`src/rtl/elevator_pkg.sv`:
```
// Shared elevator constants and width derivations used by the call registry
// and the elevator controller.
package elevator_pkg;

  localparam int FLOORS_DEFAULT          = 8;
  localparam int DEBOUNCE_CYCLES_DEFAULT = 4;

  // Width of a floor index; a 1-bit floor for degenerate sizes keeps ports legal.
  function automatic int floor_w(input int floors);
    return (floors < 2) ? 1 : $clog2(floors);
  endfunction

  // Wide enough to hold the count of every existing call bit (3*floors-2).
  function automatic int cnt_w(input int floors);
    return $clog2(3 * floors - 1);
  endfunction

endpackage

```
`src/rtl/call_registry_btn_debounce.sv`:
```
// Single-button debouncer: registers the raw input once, counts consecutive
// disagreeing samples and emits a one-cycle pulse on a debounced rising edge.
module btn_debounce #(
  parameter int DEBOUNCE_CYCLES = 4
) (
  input  logic clock,
  input  logic reset,
  input  logic raw,
  output logic press
);

  localparam int CW = (DEBOUNCE_CYCLES < 2) ? 1 : $clog2(DEBOUNCE_CYCLES);
  localparam logic [CW-1:0] LAST = CW'(DEBOUNCE_CYCLES - 1);

  logic          sample;
  logic          level;
  logic          level_d;
  logic [CW-1:0] cnt;

  always_ff @(posedge clock) begin
    if (reset) begin
      sample  <= 1'b0;
      level   <= 1'b0;
      level_d <= 1'b0;
      cnt     <= '0;
    end else begin
      sample  <= raw;
      level_d <= level;
      if (sample == level) begin
        cnt <= '0;
      end else if (cnt == LAST) begin
        // The DEBOUNCE_CYCLES-th consecutive differing sample flips the state.
        level <= sample;
        cnt   <= '0;
      end else begin
        cnt <= cnt + CW'(1);
      end
    end
  end

  assign press = level & ~level_d;

endmodule

```
`src/rtl/call_registry.sv`:
```
// Elevator call registry: latches debounced cabin/hall presses, applies
// lockout/clear/cancel priority and exports floor-relative summaries.
module call_registry
  import elevator_pkg::*;
#(
  parameter int FLOORS          = FLOORS_DEFAULT,
  parameter int DEBOUNCE_CYCLES = DEBOUNCE_CYCLES_DEFAULT,
  parameter bit CANCEL_EN       = 1'b1,
  parameter int FLOOR_W         = floor_w(FLOORS),
  parameter int CNT_W           = cnt_w(FLOORS)
) (
  input  logic               clock,
  input  logic               reset,
  input  logic [FLOORS-1:0]  btn_in,
  input  logic [FLOORS-2:0]  btn_up_out,
  input  logic [FLOORS-1:1]  btn_down_out,
  input  logic [FLOORS-1:0]  inactivate_in_levels,
  input  logic [FLOORS-2:0]  inactivate_out_up_levels,
  input  logic [FLOORS-1:1]  inactivate_out_down_levels,
  input  logic [FLOORS-1:0]  lock_levels,
  input  logic [FLOOR_W-1:0] current_floor,
  output logic [FLOORS-1:0]  active_in_levels,
  output logic [FLOORS-2:0]  active_out_up_levels,
  output logic [FLOORS-1:1]  active_out_down_levels,
  output logic               any_above,
  output logic               any_here,
  output logic               any_below,
  output logic [CNT_W-1:0]   call_count
);

  localparam int ALL_W = 3 * FLOORS - 2;

  logic [FLOORS-1:0] press_in;
  logic [FLOORS-2:0] press_up;
  logic [FLOORS-1:1] press_down;

  logic [FLOORS-1:0] in_nxt;
  logic [FLOORS-2:0] up_nxt;
  logic [FLOORS-1:1] down_nxt;

  logic [FLOORS-1:0] here_mask;
  logic [FLOORS-1:0] call_flag;
  logic [ALL_W-1:0]  all_bits;

  for (genvar g = 0; g < FLOORS; g++) begin : g_in
    btn_debounce #(.DEBOUNCE_CYCLES(DEBOUNCE_CYCLES)) u_db (
      .clock (clock),
      .reset (reset),
      .raw   (btn_in[g]),
      .press (press_in[g])
    );
  end

  for (genvar g = 0; g < FLOORS - 1; g++) begin : g_up
    btn_debounce #(.DEBOUNCE_CYCLES(DEBOUNCE_CYCLES)) u_db (
      .clock (clock),
      .reset (reset),
      .raw   (btn_up_out[g]),
      .press (press_up[g])
    );
  end

  for (genvar g = 1; g < FLOORS; g++) begin : g_down
    btn_debounce #(.DEBOUNCE_CYCLES(DEBOUNCE_CYCLES)) u_db (
      .clock (clock),
      .reset (reset),
      .raw   (btn_down_out[g]),
      .press (press_down[g])
    );
  end

  always_comb begin
    here_mask = '0;
    for (int f = 0; f < FLOORS; f++) begin
      here_mask[f] = (current_floor == FLOOR_W'(f));
    end
  end

  // Priority per bit: lockout, then clear strobe, then press (set or cancel).
  always_comb begin
    in_nxt   = active_in_levels;
    up_nxt   = active_out_up_levels;
    down_nxt = active_out_down_levels;
    for (int f = 0; f < FLOORS; f++) begin
      if (lock_levels[f] || inactivate_in_levels[f]) begin
        in_nxt[f] = 1'b0;
      end else if (press_in[f]) begin
        if (!active_in_levels[f]) begin
          in_nxt[f] = 1'b1;
        end else if (CANCEL_EN && !here_mask[f]) begin
          in_nxt[f] = 1'b0;
        end
      end
    end
    for (int f = 0; f < FLOORS - 1; f++) begin
      if (lock_levels[f] || inactivate_out_up_levels[f]) begin
        up_nxt[f] = 1'b0;
      end else if (press_up[f]) begin
        up_nxt[f] = 1'b1;
      end
    end
    for (int f = 1; f < FLOORS; f++) begin
      if (lock_levels[f] || inactivate_out_down_levels[f]) begin
        down_nxt[f] = 1'b0;
      end else if (press_down[f]) begin
        down_nxt[f] = 1'b1;
      end
    end
  end

  always_ff @(posedge clock) begin
    if (reset) begin
      active_in_levels       <= '0;
      active_out_up_levels   <= '0;
      active_out_down_levels <= '0;
    end else begin
      active_in_levels       <= in_nxt;
      active_out_up_levels   <= up_nxt;
      active_out_down_levels <= down_nxt;
    end
  end

  // Hall vectors padded to full floor width; the missing edge bits read as 0.
  assign call_flag = active_in_levels
                   | {1'b0, active_out_up_levels}
                   | {active_out_down_levels, 1'b0};

  // An out-of-range floor compares greater than every index, so every call is below.
  always_comb begin
    any_above = 1'b0;
    any_here  = 1'b0;
    any_below = 1'b0;
    for (int f = 0; f < FLOORS; f++) begin
      if (FLOOR_W'(f) > current_floor) begin
        any_above = any_above | call_flag[f];
      end
      if (FLOOR_W'(f) < current_floor) begin
        any_below = any_below | call_flag[f];
      end
      any_here = any_here | (call_flag[f] & here_mask[f]);
    end
  end

  assign all_bits = {active_in_levels, active_out_up_levels, active_out_down_levels};

  always_comb begin
    call_count = '0;
    for (int i = 0; i < ALL_W; i++) begin
      call_count = call_count + CNT_W'(all_bits[i]);
    end
  end

endmodule

```
`config.mk`:
```
export PLATFORM = sky130hd
export DESIGN_NAME = call_registry
export DESIGN_NICKNAME = d
export VERILOG_FILES = /design/src/rtl/elevator_pkg.sv /design/src/rtl/call_registry_btn_debounce.sv /design/src/rtl/call_registry.sv
export SDC_FILE = /design/constraint.sdc
export NUM_CORES = 1
export LEC_CHECK = 0
export BUFFER_PORTS_ARGS = -buffer_cell sky130_fd_sc_hd__buf_2
export CORE_UTILIZATION = 30
export CTS_BUF_LIST = sky130_fd_sc_hd__clkbuf_16
export DETAILED_ROUTE_END_ITERATION = 16
export PLACE_DENSITY = 0.5
export SLEW_MARGIN = 40
export SYNTH_ARGS = -nofsm -noshare
export SYNTH_HDL_FRONTEND = slang
export SYNTH_SLANG_ARGS = --single-unit
```
`constraint.sdc`:
```
create_clock -name clock -period 4 [get_ports clock]
set_input_delay 0 -clock clock [delete_from_list [all_inputs] [get_ports clock]]
set_output_delay 0 -clock clock [all_outputs]
set_load 0.01 [all_outputs]
```
==> results of run 1 <==
[registers in the layout, summed over array words and instances, names as in the netlist, 8 cells and up]
register,cells
g_in.u_db.level_d,8
g_in.u_db.sample,8
active_in_levels,8
g_in.u_db.cnt,16
g_in.u_db.level,8
g_up.u_db.cnt,14
g_down.u_db.cnt,14
[cells by family after synthesis]
| family | synth area share [%] |
|---|---|
| adder cells (fa/ha/maj) | 12.4 |
| multiplexers | 4.29 |
| buffers and inverters | 6.27 |
| AND/OR/NAND/NOR | 19.4 |
| AO/OA/AOI/OAI | 4.54 |
| XOR/XNOR | 3.92 |
| flip-flops | 49.2 |
[critical path, stage by stage, from the launching register on]
cell and delay, ns:
dfxtp_2 0.33, inv_2 0.04, fa_1 0.55, inv_2 0.04, fa_1 0.49, fa_1 0.43, fa_1 0.49, inv_1 0.05
fa_1 0.45, inv_2 0.08, ha_4 0.12, inv_2 0.04, fa_2 0.38, buf_4 0.15, xnor2_2 0.11, buf_2 0.15
[cells in the final DEF, fill, tap and decap left out, drive strengths merged, types with 15 or more instances in the layout]
cell type,count
nor4,23
xnor2,24
nor2b,53
fa,15
a21oi,15
buf,101
ha,29
inv,73
dlygate4sd3,66
clkbuf,18
or3,22
dfxtp,132
nor2,68
mux2i,23
[power by group]
part | switching, W | internal [W]
sequential | 0.0000151 | 0.00134
clock | 0.000552 | 0.000959
combinational | 0.0000622 | 0.0000758
total | 0.000629 | 0.00237
[repair_timing]
action	CTS	global route
pin swaps	6	2
endpoints found under the hold margin	44	0
setup endpoints to repair	4	4
resized for setup	11	5
buffers inserted	0	1
hold buffers	66	0
[layout make-up]
cell class                      count  area (µm²)
Tap cell                          225         282
Clock inverter                     14         146
Sequential cell                   132        2650
Clock buffer                       17         425
Multi-Input combinational cell    326        2420
Fill cell                        1702        9950
Inverter                           71         267
Timing Repair Buffer              168        1230
[metrics by stage]
step / total power [W] / area (µm²) / cells / util, % / hold WS [ns]
5_1_grt: 0.00312 / 7410 / 953 / 42.7 / 0.241
4_1_cts: 0.00305 / 7380 / 952 / 42.5 / 0.111
2_1_floorplan: 0.00144 / 5370 / 544 / - / 0.0770
6_report: 0.00300 / 7410 / 953 / 42.7 / 0.160
3_5_place_dp: 0.00149 / 6130 / 855 / 35.3 / 0.165
3_3_place_gp: 0.00148 / 6130 / 855 / 35.3 / 0.167
[routing by layer]
layer | track usage, % | share of wire [%]
met5 | 0 | 0
met4 | 4.87 | 1.3
met3 | 4.71 | 5.3
met2 | 24.5 | 48
met1 | 18.1 | 46
[worst paths after layout]
check / from / endpoint / slack [ns]
setup / recovery: active_in_levels[3]$_SDFFE_PP0P_ / call_count[2] / -0.29
hold / removal: reset / g_up[2].u_db.level$_SDFFE_PP0P_ / 0.16
setup reg to reg: g_in[0].u_db.level$_SDFFE_PP0P_ / active_in_levels[0]$_SDFFE_PP0P_ / 2.22
hold reg to reg: g_down[7].u_db.cnt[0]$_SDFF_PP0_ / g_down[7].u_db.cnt[0]$_SDFF_PP0_ / 0.41
==> run summary, run 1 <==
failing checks = setup timing
prevailing post-synth register cell = dfxtp_1
Die Y = 136 µm
skew final = 0.00735 ns
Setup Crit Path Kind = reg2out
Synth cell types = 33
setup violators final = 4
Post-synth top cells = dfxtp_1 (132), inv_1 (71), nor2_1 (68)
post-route ant nets = 0
number of global-route vias before repair = 4285
Initial Utilization = 30.9%
# nets final = 817
status = complete, but fails checks
pre-CTS setup slack = -0.0484 ns
clk buf depth = 2
grt ovf = 0
gpl congestion = 0.810
synthesized area = 0.00537 mm²
Port Buffer Count = 86
GRT Util Overall = 14.8%
Worst EP required = 4.00 ns
n_diodes = 0
Top-Level Pins = 87
largest net degree at the start of global routing = 111
PwrDens = 405 mW/mm²
Hold Path Depth = 2
routed len/inst = 13.2 µm
number of flops mapped to enable cells by yosys = 0
clk root buf = clkbuf_16
Max Fclk = 233 MHz
CTS Sinks = 132
1st-iter DRT viols = 214
average size of a mapped cell = 9.87 µm²
startpoint types = register
first-pass GRT wire length = 20.6 mm
Final Max Slew Viols = 0
Final Hold Fails = 0
Synth Register Bits = 132
Leak = 3.25 nW
layout cells sized above 1 = 20.1%
area delta synth->final = 38.0%
CTS buffer count = 17
Remaining DRCs = 0
critical path fanouts, max = 2
Die W = 136 µm
Final Cycle Share = 107%
YS warnings = 0
top cells by area, synth = dfxtp_1 (49%), ha_1 (6.8%), nor2b_1 (6.2%), fa_1 (5.6%), inv_1 (5.0%)
initial antenna violation count = 0
leading area contributor after synthesis = dfxtp_1
sequential area share after synthesis = 49.2%
final wirelength = 12.6 mm
hold crit path type = in2reg
vias post-DR = 4163
clk slew on worst S/H paths = 0.05 ns
Cell Rows = 48
post-route worst setup slack = -0.292 ns
Worst Tran Pin Value = 0.721 ns
syn_nets = 645
routed vias/inst = 4.37
Arr. time, crit path = 4.29 ns
r2r worst-path depth = 5
setup TNS = -1.05 ns
Core Region = 0.0174 mm²
DP Wirelength = 9.28 mm
Synth Instances = 544
peak supply drop = 0.351 mV
max-cap check violation count = 0
count leader, synth = dfxtp_1
DRT Pass-1 Iters = 4
Async SR Flop Fraction = 0%
Worst Setup End Kind = output port
Synth top area share = 49.2%
RSZ-0062 raised after global routing = yes
die area = 0.0184 mm²
CTS H-Tree Depth = 4
post-layout min period = 4.29 ns
Slew HR = 52.0%
clock latency on the worst-skew pair = 0.41 ns
CTS tree = done
Note: power is estimated with default switching activity, not from simulation.
==> run 2, diff against run 1 <==
==> constraint.sdc (replaced) <==
create_clock -name clock -period 4 [get_ports clock]
set_input_delay 1 -clock clock [delete_from_list [all_inputs] [get_ports clock]]
set_output_delay 1 -clock clock [all_outputs]
set_load 0.01 [all_outputs]
==> run summary, run 2 (synthesis gave the netlist of run 1 again) <==
Final Hold Fails = 0
Worst path depth = 15
PwrDens = 430 mW/mm²
critical path fanouts, max = 2
number of global-route vias before repair = 3919
post-route ant nets = 0
total power draw = 0.00294 W
Initial Utilization = 30.9%
CP max stage delay = 0.54 ns
Die Y = 136 µm
clock latency on the worst-skew pair = 0.42 ns
slowest CP cell = fa_1
Crit path max-delay family = adder cells
routed vias/inst = 4.32
largest net degree at the start of global routing = 59
final wirelength = 12.2 mm
post-layout min period = 5.31 ns
CTS Sinks = 132
most frequent cells in the layout = dfxtp_1 (124), buf_2 (83), nor2_1 (68)
max-cap check violation count = 0
# nets final = 758
max reg flops = 16
hold crit path type = reg2reg
worst reg2reg path endpoint = active_in_levels[0]$_SDFFE_PP0P_
post-layout util = 39.4%
setup TNS = -5.78 ns
clk slew on worst S/H paths = 0.06 ns
failing checks = setup timing
Worst Tran Pin Value = 0.570 ns
status = complete, but fails checks
Core Region = 0.0174 mm²
RSZ-0062 raised after global routing = yes
n_diodes = 0
Max Fclk = 188 MHz
Setup Crit Path Kind = reg2out
Die W = 136 µm
clk root buf = clkbuf_16
startpoint types = register
die area = 0.0184 mm²
gpl congestion = 0.780
Worst setup startpoint = active_in_levels[0]$_SDFFE_PP0P_
Top-Level Pins = 87
DP Wirelength = 9.34 mm
Worst EP required = 3.00 ns
Hold Path Depth = 1
post-route worst setup slack = -1.31 ns
Worst Setup End Kind = output port
commonest non-fill, non-tap cell in the layout = dfxtp_1
fill count = 1738
1st-iter DRT viols = 169
Buf/Inv on CP = 7
Hold WS = 0.417 ns
pre-CTS setup slack = -0.878 ns
Worst path most repeated cell = inv_2
Final Max Slew Viols = 0
Leak = 2.95 nW
Arr. time, crit path = 4.31 ns
DRT Pass-1 Iters = 4
# hold bufs at CTS = 0
skew final = 0.00506 ns
peak supply drop = 0.318 mV
clk buf depth = 2
Remaining DRCs = 0
setup violators final = 5
first-pass GRT wire length = 19.6 mm
Reg2Reg Setup Slack = 2.67 ns
CTS buffer count = 17
layout cells sized above 1 = 24.9%
CTS tree = done
grt ovf = 0
vias post-DR = 3865
Slew HR = 62.0%
GRT Util Overall = 14.5%
initial antenna violation count = 0
CTS H-Tree Depth = 4
Cell Rows = 48
cells along the critical path = inv_2, fa_1, inv_2, fa_2, fa_2, fa_1, inv_1, fa_1, inv_2, ha_4, inv_2, fa_2, buf_4, xnor2_2, buf_2
Final Cycle Share = 133%
area delta synth->final = 27.3%
routed len/inst = 13.6 µm
worst flop-to-flop path startpoint = g_in[0].u_db.level$_SDFFE_PP0P_
Port Buffer Count = 86
CP endpoint = call_count[2]
biggest registers after layout = g_in.u_db.cnt x16, g_down.u_db.cnt x14, g_up.u_db.cnt x14
most flop-heavy register = g_in.u_db.cnt
r2r worst-path depth = 4
min-delay src = g_down[7].u_db.cnt[0]$_SDFF_PP0_
## run 2: what timing repair did
item,4_1_cts,5_1_grt
gates resized for setup,3,5
buffers inserted,0,1
endpoints found under the setup margin,5,5
cloned,0,0
pin swaps,7,10
## run 2: worst register-to-register path, stage by stage, from the launching register on
cell and delay, ns:
dfxtp_1 0.34, nor2b_1 0.16, o311ai_0 0.09, o21ai_0 0.18, nor4_1 0.39
## run 2: final cells by class
type / instances / area, µm² / area share, %
flip-flops and latches: 132 / 2660 / 38.9
multi-input cells: 326 / 2430 / 35.5
repair buffers: 109 / 631 / 9.23
clock buffers: 17 / 425 / 6.23
well taps: 225 / 282 / 4.12
inverters: 71 / 267 / 3.90
clock inverters: 15 / 143 / 2.09
## run 2: report_power, final
| part | internal (W) | switching (W) | leakage, nW |
|---|---|---|---|
| logic | 0.0000493 | 0.0000572 | 1.60 |
| registers | 0.00134 | 0.0000147 | 1.08 |
| clock network | 0.000907 | 0.000575 | 0.271 |
## run 2: stage by stage
stage	cells	cell area, µm²
6_report	895	6830
5_1_grt	895	6830
4_1_cts	894	6820
3_5_place_dp	862	6230
3_3_place_gp	862	6230
2_1_floorplan	544	5410
## run 2: routing by layer
layer | vias to the layer above | part of all wire [%] | track usage (%)
met3 | 16 | 4.7 | 4.19
met1 | 1765 | 48 | 18.0
li1 | 1998 | - | -
met5 | - | 0 | 0
met4 | 0 | 2.2 | 7.18
met2 | 86 | 46 | 22.8
## run 2: worst min path at each step
| stage | end | slack, ns |
|---|---|---|
| 3_3_place_gp | g_in[6].u_db.cnt[0]$_SDFF_PP0_ | 0.40 |
| 6_report | g_down[7].u_db.cnt[0]$_SDFF_PP0_ | 0.42 |
| 2_1_floorplan | g_down[1].u_db.cnt[0]$_SDFF_PP0_ | 0.40 |
| 4_1_cts | g_in[7].u_db.cnt[0]$_SDFF_PP0_ | 0.42 |
| 5_1_grt | g_down[2].u_db.cnt[0]$_SDFF_PP0_ | 0.43 |
| 3_5_place_dp | g_down[2].u_db.cnt[0]$_SDFF_PP0_ | 0.41 |
==> run 3, diff against run 2 <==
--- a/config.mk
+++ b/config.mk
@@ -13,4 +13,5 @@
 export SLEW_MARGIN = 40
 export SYNTH_ARGS = -nofsm -noshare
 export SYNTH_HDL_FRONTEND = slang
+export SYNTH_HIERARCHICAL = 1
 export SYNTH_SLANG_ARGS = --single-unit
==> run summary, run 3 <==
status = complete, but fails checks
failing checks = setup timing
Arr. time, crit path = 4.30 ns
routed vias/inst = 4.55
initial antenna violation count = 0
peak supply drop = 0.271 mV
YS warnings = 6
Synth Register Bits = 132
post-route ant nets = 0
final wirelength = 11.7 mm
Final Cycle Share = 132%
Slew HR = 47.6%
number of global-route vias before repair = 3806
post-layout min period = 5.30 ns
1st-iter DRT viols = 138
register share of total power = 45.0%
Die W = 136 µm
CTS Sinks = 132
CTS buffer count = 17
Top-Level Pins = 87
Final Hold Fails = 0
Worst Tran Pin Value = 0.786 ns
worst flop-to-flop path startpoint = g_in[0].u_db/level$_SDFFE_PP0P_
Worst Hold Endpoint = g_down[2].u_db/cnt[0]$_SDFF_PP0_
sequential cell area = 0.00266 mm²
worst reg2reg path endpoint = active_in_levels[0]$_SDFFE_PP0P_
Async SR Flop Fraction = 0%
most frequent cells in the layout = dfxtp_1 (126), buf_2 (83), nor2b_1 (67)
Final Max Slew Viols = 0
Synth top area share = 48.7%
skew final = 0.00910 ns
Worst EP required = 3.00 ns
biggest registers after layout = g_in.u_db/cnt x16, g_down.u_db/cnt x14, g_up.u_db/cnt x14
setup violators final = 5
area delta synth->final = 28.2%
# nets final = 716
Synth cell types = 35
switching power = 0.000643 W
sw frac = 21.4%
Die Y = 136 µm
layout cells sized above 1 = 29.1%
largest net degree at the start of global routing = 68
max reg flops = 16
top cells by area, synth = dfxtp_1 (49%), nor2b_1 (7.8%), ha_1 (6.7%), nor4b_2 (6.1%), fa_1 (5.5%)
Synth Instances = 491
Cell Rows = 48
DRT Pass-1 Iters = 4
setup bufs post-CTS = 0
clk buf depth = 2
clk root buf = clkbuf_16
average size of a mapped cell = 11.0 µm²
count leader, synth = dfxtp_1
clk slew on worst S/H paths = 0.06 ns
Hold Path Depth = 1
Hold WS = 0.430 ns
number of flops mapped to enable cells by yosys = 0
DP Wirelength = 8.85 mm
leading area contributor after synthesis = dfxtp_1
routed len/inst = 13.7 µm
Port Buffer Count = 86
max-cap check violation count = 0
design area = 0.00695 mm²
hold crit path type = reg2reg
post-layout util = 39.8%
internal power = 0.00236 W
vias post-DR = 3884
Setup Crit Path Kind = reg2out
Multi-input gate area = 0.00266 mm²
commonest non-fill, non-tap cell in the layout = dfxtp_1
PwrDens = 432 mW/mm²
gpl congestion = 0.741
DP Area = 0.00634 mm²
fill count = 1738
Remaining DRCs = 0
syn_nets = 592
# hold bufs at CTS = 0
Max Fclk = 189 MHz
CTS H-Tree Depth = 4
prevailing post-synth register cell = dfxtp_1
n_diodes = 0
sequential area share after synthesis = 48.7%
CTS tree = done
grt ovf = 0
post-route worst setup slack = -1.30 ns
Post-synth top cells = dfxtp_1 (132), nor2b_1 (68), nor4_1 (41)
critical path fanouts, max = 2
first-pass GRT wire length = 18.8 mm
clock latency on the worst-skew pair = 0.42 ns
Core Region = 0.0175 mm²
RSZ-0062 raised after global routing = yes
total power draw = 0.00300 W
most flop-heavy register = g_in.u_db/cnt
Worst Setup End Kind = output port
Reg2Reg Setup Slack = 2.81 ns
r2r worst-path depth = 4
Leak = 2.90 nW
synthesized area = 0.00542 mm²
startpoint types = register
min-delay src = g_down[2].u_db/cnt[0]$_SDFF_PP0_
clock network fraction of total power = 51.3%
Initial Utilization = 31.0%
Comb pwr share = 3.7%
GRT Util Overall = 13.6%
die area = 0.0186 mm²
## run 3: cell count changes after synthesis, moves of 3 or more
cell | before | now
nor4_1 | 23 | 41
clkbuf_1 | 11 | 1
nor2_1 | 68 | 38
or3b_2 | 3 | 0
a21oi_1 | 15 | 4
nor4b_2 | 0 | 22
inv_1 | 71 | 33
nand3_1 | 6 | 9
nor2b_1 | 53 | 68
nor4_2 | 0 | 3
or3_1 | 22 | 0
## run 3: area by class of cell
| type | instances | area share [%] |
|---|---|---|
| multi-input cells | 321 | 38.3 |
| flip-flops and latches | 132 | 38.2 |
| clock buffers | 17 | 6.12 |
| repair buffers | 110 | 9.18 |
| well taps | 225 | 4.05 |
| inverters | 33 | 1.78 |
| clock inverters | 15 | 2.38 |
## run 3: metal layers
layer	up-vias	track usage, %	wire length, µm
li1	1965	-	-
met1	1831	16.6	5410
met2	74	21.8	5500
met3	14	4.14	611
met4	0	6.11	210
met5	-	0	0
## run 3: stage by stage
step	setup TNS [ns]	worst slack (ns)	std cells
2_1_floorplan	-3.06	-0.745	491
3_3_place_gp	-3.65	-0.864	821
3_5_place_dp	-3.92	-0.935	821
4_1_cts	-5.92	-1.36	853
5_1_grt	-6.30	-1.44	853
6_report	-5.64	-1.30	853
## run 3: worst max-delay path, cell delays in order, from the launching register on
cell	delay [ns]
dfxtp_4	0.34
inv_2	0.04
fa_1	0.54
inv_2	0.04
fa_2	0.53
fa_2	0.44
fa_1	0.49
inv_1	0.05
fa_1	0.44
inv_2	0.08
ha_4	0.13
inv_2	0.03
fa_2	0.35
nor2b_2	0.12
o21ai_1	0.07
nand2b_1	0.07
buf_2	0.12
## run 3: kinds of logic (layout without fill, tap and decap cells)
group           Yosys count  count (layout)  synth area share [%]
simple gates            198             198                  24.5
fa+ha+maj                44              44                  12.2
buf+inv                  38             175                  2.84
compound gates           33              33                  3.72
mux                      22              22                  4.06
flops                   132             132                  48.7
xor+xnor                 24              24                  3.88
## run 3: power by group through the flow
stage / Clock [W] / Combinational (W) / Sequential [W]
after CTS: 0.00159 / 0.000113 / 0.00135
after global placement: 0 / 0.000109 / 0.00138
final: 0.00154 / 0.000112 / 0.00135
after floorplan: 0 / 0.0000499 / 0.00138
after global routing: 0.00165 / 0.000125 / 0.00135
after detailed placement: 0 / 0.000114 / 0.00138
## run 3: how the worst max path moves through the flow
stage / depth (start not counted) / start / slack, ns / to
6_report: 16 / active_in_levels[3]$_SDFFE_PP0P_ / -1.30 / call_count[4]
5_1_grt: 16 / active_in_levels[3]$_SDFFE_PP0P_ / -1.44 / call_count[4]
4_1_cts: 16 / active_out_down_levels[1]$_SDFFE_PP0P_ / -1.36 / call_count[4]
2_1_floorplan: 13 / active_out_down_levels[1]$_SDFFE_PP0P_ / -0.74 / call_count[3]
3_3_place_gp: 16 / active_in_levels[3]$_SDFFE_PP0P_ / -0.86 / call_count[4]
3_5_place_dp: 16 / active_out_up_levels[3]$_SDFFE_PP0P_ / -0.94 / call_count[4]
## run 3: timing repair
item | CTS | global route
endpoints found under the setup margin | 5 | 5
resized for setup | 5 | 2
pin swaps | 11 | 4
